File: src/rtl/led_pkg.sv
// Shared mode encoding for the LED mode controller and its press-driven
// mode sequencing helper.
package led_pkg;

  typedef enum logic [1:0] {
    MODE_OFF     = 2'b00,
    MODE_ON      = 2'b01,
    MODE_BLINK   = 2'b10,
    MODE_BREATHE = 2'b11
  } mode_e;

  function automatic mode_e next_mode(input mode_e m);
    case (m)
      MODE_OFF:     return MODE_ON;
      MODE_ON:      return MODE_BLINK;
      MODE_BLINK:   return MODE_BREATHE;
      default:      return MODE_OFF;
    endcase
  endfunction

endpackage

File: src/rtl/key_debounce.sv
// Push-button front end: 2-flop synchronizer, stability debounce and a
// single-cycle press pulse on the debounced 1->0 transition.
module key_debounce #(
  parameter int DB_CYCLES = 1_000_000
) (
  input  logic clk,
  input  logic rst,
  input  logic key_n,
  output logic press
);

  localparam int CW = (DB_CYCLES > 1) ? $clog2(DB_CYCLES) : 1;
  localparam logic [CW-1:0] CNT_LAST = CW'(DB_CYCLES - 1);

  logic          sync1_q, sync2_q;
  logic          db_q, press_q;
  logic [CW-1:0] cnt_q;

  always_ff @(posedge clk) begin
    if (rst) begin
      sync1_q <= 1'b1;
      sync2_q <= 1'b1;
      db_q    <= 1'b1;
      cnt_q   <= '0;
      press_q <= 1'b0;
    end else begin
      sync1_q <= key_n;
      sync2_q <= sync1_q;
      press_q <= 1'b0;
      if (sync2_q != db_q) begin
        if (cnt_q == CNT_LAST) begin
          db_q    <= sync2_q;
          cnt_q   <= '0;
          // Old level 1 means the accepted level is 0: a press, never a release.
          press_q <= db_q;
        end else begin
          cnt_q <= cnt_q + 1'b1;
        end
      end else begin
        cnt_q <= '0;
      end
    end
  end

  assign press = press_q;

endmodule

File: src/rtl/led_mode_ctrl.sv
// Single-button LED controller cycling OFF -> ON -> BLINK -> BREATHE with a
// registered LED output driven from the current mode's waveform state.
module led_mode_ctrl
  import led_pkg::*;
#(
  parameter int DB_CYCLES   = 1_000_000,
  parameter int BLINK_DIV   = 12_500_000,
  parameter int BREATHE_DIV = 48_828,
  parameter int PWM_BITS    = 8
) (
  input  logic       clk,
  input  logic       rst,
  input  logic       key_n,
  output logic       led,
  output logic [1:0] mode
);

  localparam int BW = (BLINK_DIV > 1)   ? $clog2(BLINK_DIV)   : 1;
  localparam int SW = (BREATHE_DIV > 1) ? $clog2(BREATHE_DIV) : 1;
  localparam logic [BW-1:0]       BLINK_LAST = BW'(BLINK_DIV - 1);
  localparam logic [SW-1:0]       STEP_LAST  = SW'(BREATHE_DIV - 1);
  localparam logic [PWM_BITS-1:0] DUTY_MAX   = '1;

  logic press;

  mode_e               state_q, state_d;
  logic                led_q, led_d;
  logic [BW-1:0]       blink_cnt_q, blink_cnt_d;
  logic                blink_q, blink_d;
  logic [SW-1:0]       step_cnt_q, step_cnt_d;
  logic [PWM_BITS-1:0] duty_q, duty_d;
  logic [PWM_BITS-1:0] pwm_q, pwm_d;
  logic                up_q, up_d;

  key_debounce #(.DB_CYCLES(DB_CYCLES)) u_key (
    .clk   (clk),
    .rst   (rst),
    .key_n (key_n),
    .press (press)
  );

  always_ff @(posedge clk) begin
    if (rst) begin
      state_q     <= MODE_OFF;
      led_q       <= 1'b0;
      blink_cnt_q <= '0;
      blink_q     <= 1'b0;
      step_cnt_q  <= '0;
      duty_q      <= '0;
      pwm_q       <= '0;
      up_q        <= 1'b1;
    end else begin
      state_q     <= state_d;
      led_q       <= led_d;
      blink_cnt_q <= blink_cnt_d;
      blink_q     <= blink_d;
      step_cnt_q  <= step_cnt_d;
      duty_q      <= duty_d;
      pwm_q       <= pwm_d;
      up_q        <= up_d;
    end
  end

  always_comb begin
    state_d     = press ? next_mode(state_q) : state_q;
    blink_cnt_d = blink_cnt_q;
    blink_d     = blink_q;
    step_cnt_d  = step_cnt_q;
    duty_d      = duty_q;
    pwm_d       = pwm_q;
    up_d        = up_q;
    led_d       = 1'b0;

    case (state_q)
      MODE_BLINK: begin
        if (blink_cnt_q == BLINK_LAST) begin
          blink_cnt_d = '0;
          blink_d     = ~blink_q;
        end else begin
          blink_cnt_d = blink_cnt_q + 1'b1;
        end
      end
      MODE_BREATHE: begin
        pwm_d = pwm_q + 1'b1;
        if (step_cnt_q == STEP_LAST) begin
          step_cnt_d = '0;
          // At either end flip direction without moving, so the end duty lasts one step.
          if (up_q) begin
            if (duty_q == DUTY_MAX) up_d = 1'b0;
            else                    duty_d = duty_q + 1'b1;
          end else begin
            if (duty_q == '0) up_d = 1'b1;
            else              duty_d = duty_q - 1'b1;
          end
        end else begin
          step_cnt_d = step_cnt_q + 1'b1;
        end
      end
      default: ;
    endcase

    // A press restarts every waveform, overriding any terminal-count update above.
    if (press) begin
      blink_cnt_d = '0;
      blink_d     = 1'b0;
      step_cnt_d  = '0;
      duty_d      = '0;
      pwm_d       = '0;
      up_d        = 1'b1;
    end

    case (state_q)
      MODE_OFF:     led_d = 1'b0;
      MODE_ON:      led_d = 1'b1;
      MODE_BLINK:   led_d = blink_q;
      default:      led_d = (pwm_q < duty_q);
    endcase
  end

  assign led  = led_q;
  assign mode = state_q;

endmodule

File: config.mk
export PLATFORM = sky130hd
export DESIGN_NAME = led_mode_ctrl
export DESIGN_NICKNAME = d
export VERILOG_FILES = /design/src/rtl/led_pkg.sv /design/src/rtl/key_debounce.sv /design/src/rtl/led_mode_ctrl.sv
export SDC_FILE = /design/constraint.sdc
export NUM_CORES = 1
export LEC_CHECK = 0
export ABC_CLOCK_PERIOD_IN_PS = 2180
export CORE_ASPECT_RATIO = 0.8
export CORE_MARGIN = 3
export CORE_UTILIZATION = 40
export DETAILED_ROUTE_END_ITERATION = 8
export HOLD_SLACK_MARGIN = 0.06
export SYNTH_ARGS = -nofsm -noshare
export SYNTH_HDL_FRONTEND = slang
export SYNTH_SLANG_ARGS = --single-unit
File: constraint.sdc
create_clock -name clk -period 2.18 [get_ports clk]
set_input_delay 0.218 -clock clk [delete_from_list [all_inputs] [get_ports clk]]
set_output_delay 0.218 -clock clk [all_outputs]
set_load 0.02 [all_outputs]
==> flow_metrics.tcl <==
set metrics [dict create \
    cts.sinks 85 \
    clk_pin_slew_ps 60 \
    die_area_um2 11400 \
    routed-via-count 3080 \
    power.density_nw_per_um2 680 \
    yosysMostFrequentCell "nor2_1" \
    cts_buffers 9 \
    setup_viol 0 \
    cpMaxStageDelayCell "fa_1" \
    clock_path_buffers 2 \
    ys_ff_latch 85 \
    hold_class "in -> reg" \
    synth_cells 466 \
    drc 0 \
    synth_edf_count 0 \
    critical_path.max_fanout 9 \
    yosysWarnings 0 \
    layout.cells.non_filler 621 \
    fp.dieH_um 96.2 \
    skew_ps 5.72 \
    drive_gt1_share_pct 7.01 \
    postCtsSetupBuffers 0 \
    rr_endpoint "duty_q[6]$_SDFFE_PP0P_" \
    yosysTopAreaCellShare_pct 41.8 \
    whs_endpoint "u_key.sync1_q$_SDFF_PP1_" \
    hold_start "key_n" \
    cpLargestDelayFamily "compound AO/OA/AOI/OAI gates" \
    async_reset_ff_share_pct 0 \
    wl_per_cell_um 12.2 \
    timing.final.hold_violations 0 \
    p_leak_nw 1.68 \
    synth_cell_types 42 \
    r2r_start "up_q$_SDFFE_PP1P_" \
    yosysSeqAreaShare_pct 41.8 \
    crit_type "reg -> reg" \
    cp_num_buf_inv 1 \
    clockRootBuffer "clkbuf_16" \
    syn_nets 491 \
    crit_path_start_kind "flop" \
    cp_cell_sequence "inv_2 -> fa_1 -> a21o_1 -> a311o_1 -> a21oi_1 -> xor2_1 -> o22ai_1" \
    drt_wl_total_um 7580 \
    slew_headroom_pct 65.8 \
    htreeDepth 3 \
    diodes 0 \
    place_congestion 0.824 \
    fin_tns_setup_ps 0 \
    grt_use_total_pct 13.9 \
    synthTopCellsByCount "89 x nor2_1, 85 x dfxtp_1, 44 x xor2_1" \
    maxCapViolCount 0 \
    grt_pass1_vias 2845 \
    end_kind "flop" \
    syn_area_um2 4070 \
    grt_max_degree 23 \
    grt_pass1_wl_um 12900 \
    io_buffers 5 \
    syn_area_per_cell_um2 8.73 \
    max_freq_ghz 0.499 \
    fp-row-count 32 \
    die_width_um 119 \
    start_util_pct 41.7 \
    antenna_left 0 \
    period_needed_ps 2000 \
    nets 505 \
    r2r_setup_slack_ps 180 \
    dp_hpwl_um 5320 \
    numPlacedInstances 605 \
    io_pins 6 \
    slowest_delay_ps 420 \
    clk_latency_ps 340 \
    yosysTopAreaCell "dfxtp_1" \
    arrival_ps 2210 \
    cp.required_ps 2390 \
    drtIter0Drc 183 \
    dr.pass1.iters 5 \
    via_per_inst 4.96 \
    status "finished, final reports clean" \
    overflow 0 \
    rsz0062_at_grt "no" \
    reg2reg_depth 7 \
    cts_tree "yes" \
    worstMarginPinSlew_ps 508 \
    design.core.area_um2 9770 \
    synth.area.top_cells "dfxtp_1 42%, xor2_1 9.5%, nor2_1 8.2%, ha_1 6.5%, xnor2_1 4.5%" \
    hold_path_depth 2 \
    worst_ir_drop_vdd_mv 0.469 \
    post-route-period-util_pct 91.9 \
    antenna_found_initial 0 \
    area_growth_pct 13.4 \
    synthFlopType "dfxtp_1" \
    slew_viol_final 0 \
]
## logic make-up after synthesis
group                      count (synthesis)  share of synthesized area (%)
and+or+nand+nor                          216                           25.9
buffers and inverters                     26                           2.55
DFF                                       85                           41.8
xor gates and xnor gates                  65                           14.0
adders and majority gates                 22                           6.95
muxes                                     11                           2.71
AOI/OAI and AO/OA                         41                           6.12
## worst max-delay path by stage
stage	from	endpoint	cells after the start
CTS	up_q$_SDFFE_PP1P_	duty_q[6]$_SDFFE_PP0P_	7
floorplan	mode[1]$_SDFFE_PP0P_	blink_cnt_q[23]$_SDFFE_PP0N_	7
global placement	up_q$_SDFFE_PP1P_	duty_q[6]$_SDFFE_PP0P_	7
global route	mode[0]$_SDFFE_PP0P_	step_cnt_q[13]$_SDFFE_PP0P_	6
finish	up_q$_SDFFE_PP1P_	duty_q[6]$_SDFFE_PP0P_	7
detailed placement	up_q$_SDFFE_PP1P_	duty_q[6]$_SDFFE_PP0P_	7
## sequential cells by signal, indices dropped and copies added (netlist names)
name           count
step_cnt_q        16
u_key.press        1
up_q               1
u_key.db_q         1
pwm_q              8
u_key.cnt_q       20
u_key.sync1_q      1
u_key.sync2_q      1
duty_q             8
blink_q            1
mode               2
led                1
blink_cnt_q       24
## metal layers
metal / GRT usage (%) / up-vias / wire length [µm]
li1: - / 1634 / -
met1: 18.7 / 1406 / 4070
met2: 21.1 / 31 / 3190
met3: 4.47 / 9 / 225
met4: 4.53 / 0 / 93
met5: 0 / - / 0
## layout by cell type, fill, tap and decap left out, types with 5 or more instances in the layout
cell type,synthesis,final
nor2_1,89,89
dfxtp_1,85,85
xor2_1,44,44
nand2_1,32,32
nand4_1,21,21
nand3_1,21,21
xnor2_1,21,21
ha_1,21,21
inv_1,15,14
a21oi_1,13,13
mux2i_1,11,11
o21ai_0,11,11
and3_1,10,10
nor3_1,10,9
clkbuf_16,0,9
buf_4,1,9
or3_1,7,7
a21o_1,5,5
clkdlybuf4s50_1,0,5
## metrics by stage
step           hold slack, ps  util (%)  area (µm²)  power [mW]  worst slack, ps
2_1_floorplan             322         -        4070        1.61              210
5_1_grt                   422      47.2        4620        3.24             44.5
3_5_place_dp              408      44.1        4310        1.63              141
6_report                  436      47.2        4620        3.14              177
4_1_cts                   421      47.2        4610        3.19              112
3_3_place_gp              412      44.1        4310        1.63              206
## layout make-up
| cell class | instances | area, µm² |
|---|---|---|
| multi-input combinational | 355 | 2270 |
| inverter | 15 | 56.3 |
| tap | 136 | 170 |
| clock inverter | 6 | 71.3 |
| timing repair buffer | 14 | 118 |
| sequential | 85 | 1700 |
| fill | 947 | 5150 |
| clock buffer | 10 | 229 |
## what timing repair did
| action | in CTS | in global routing |
|---|---|---|
| gates resized for setup | 0 | 2 |
| endpoints found under the hold margin | 0 | 0 |
| hold buffers | 0 | 0 |
| endpoints found under the setup margin | 0 | 2 |
## power by group
part	internal [mW]	switching [mW]	total, mW
combinational	0.0102	0.0249	0.0351
clock	0.898	0.649	1.55
sequential	1.55	0.00156	1.56
total	2.46	0.676	3.14
(Power assumes the default switching activity.)
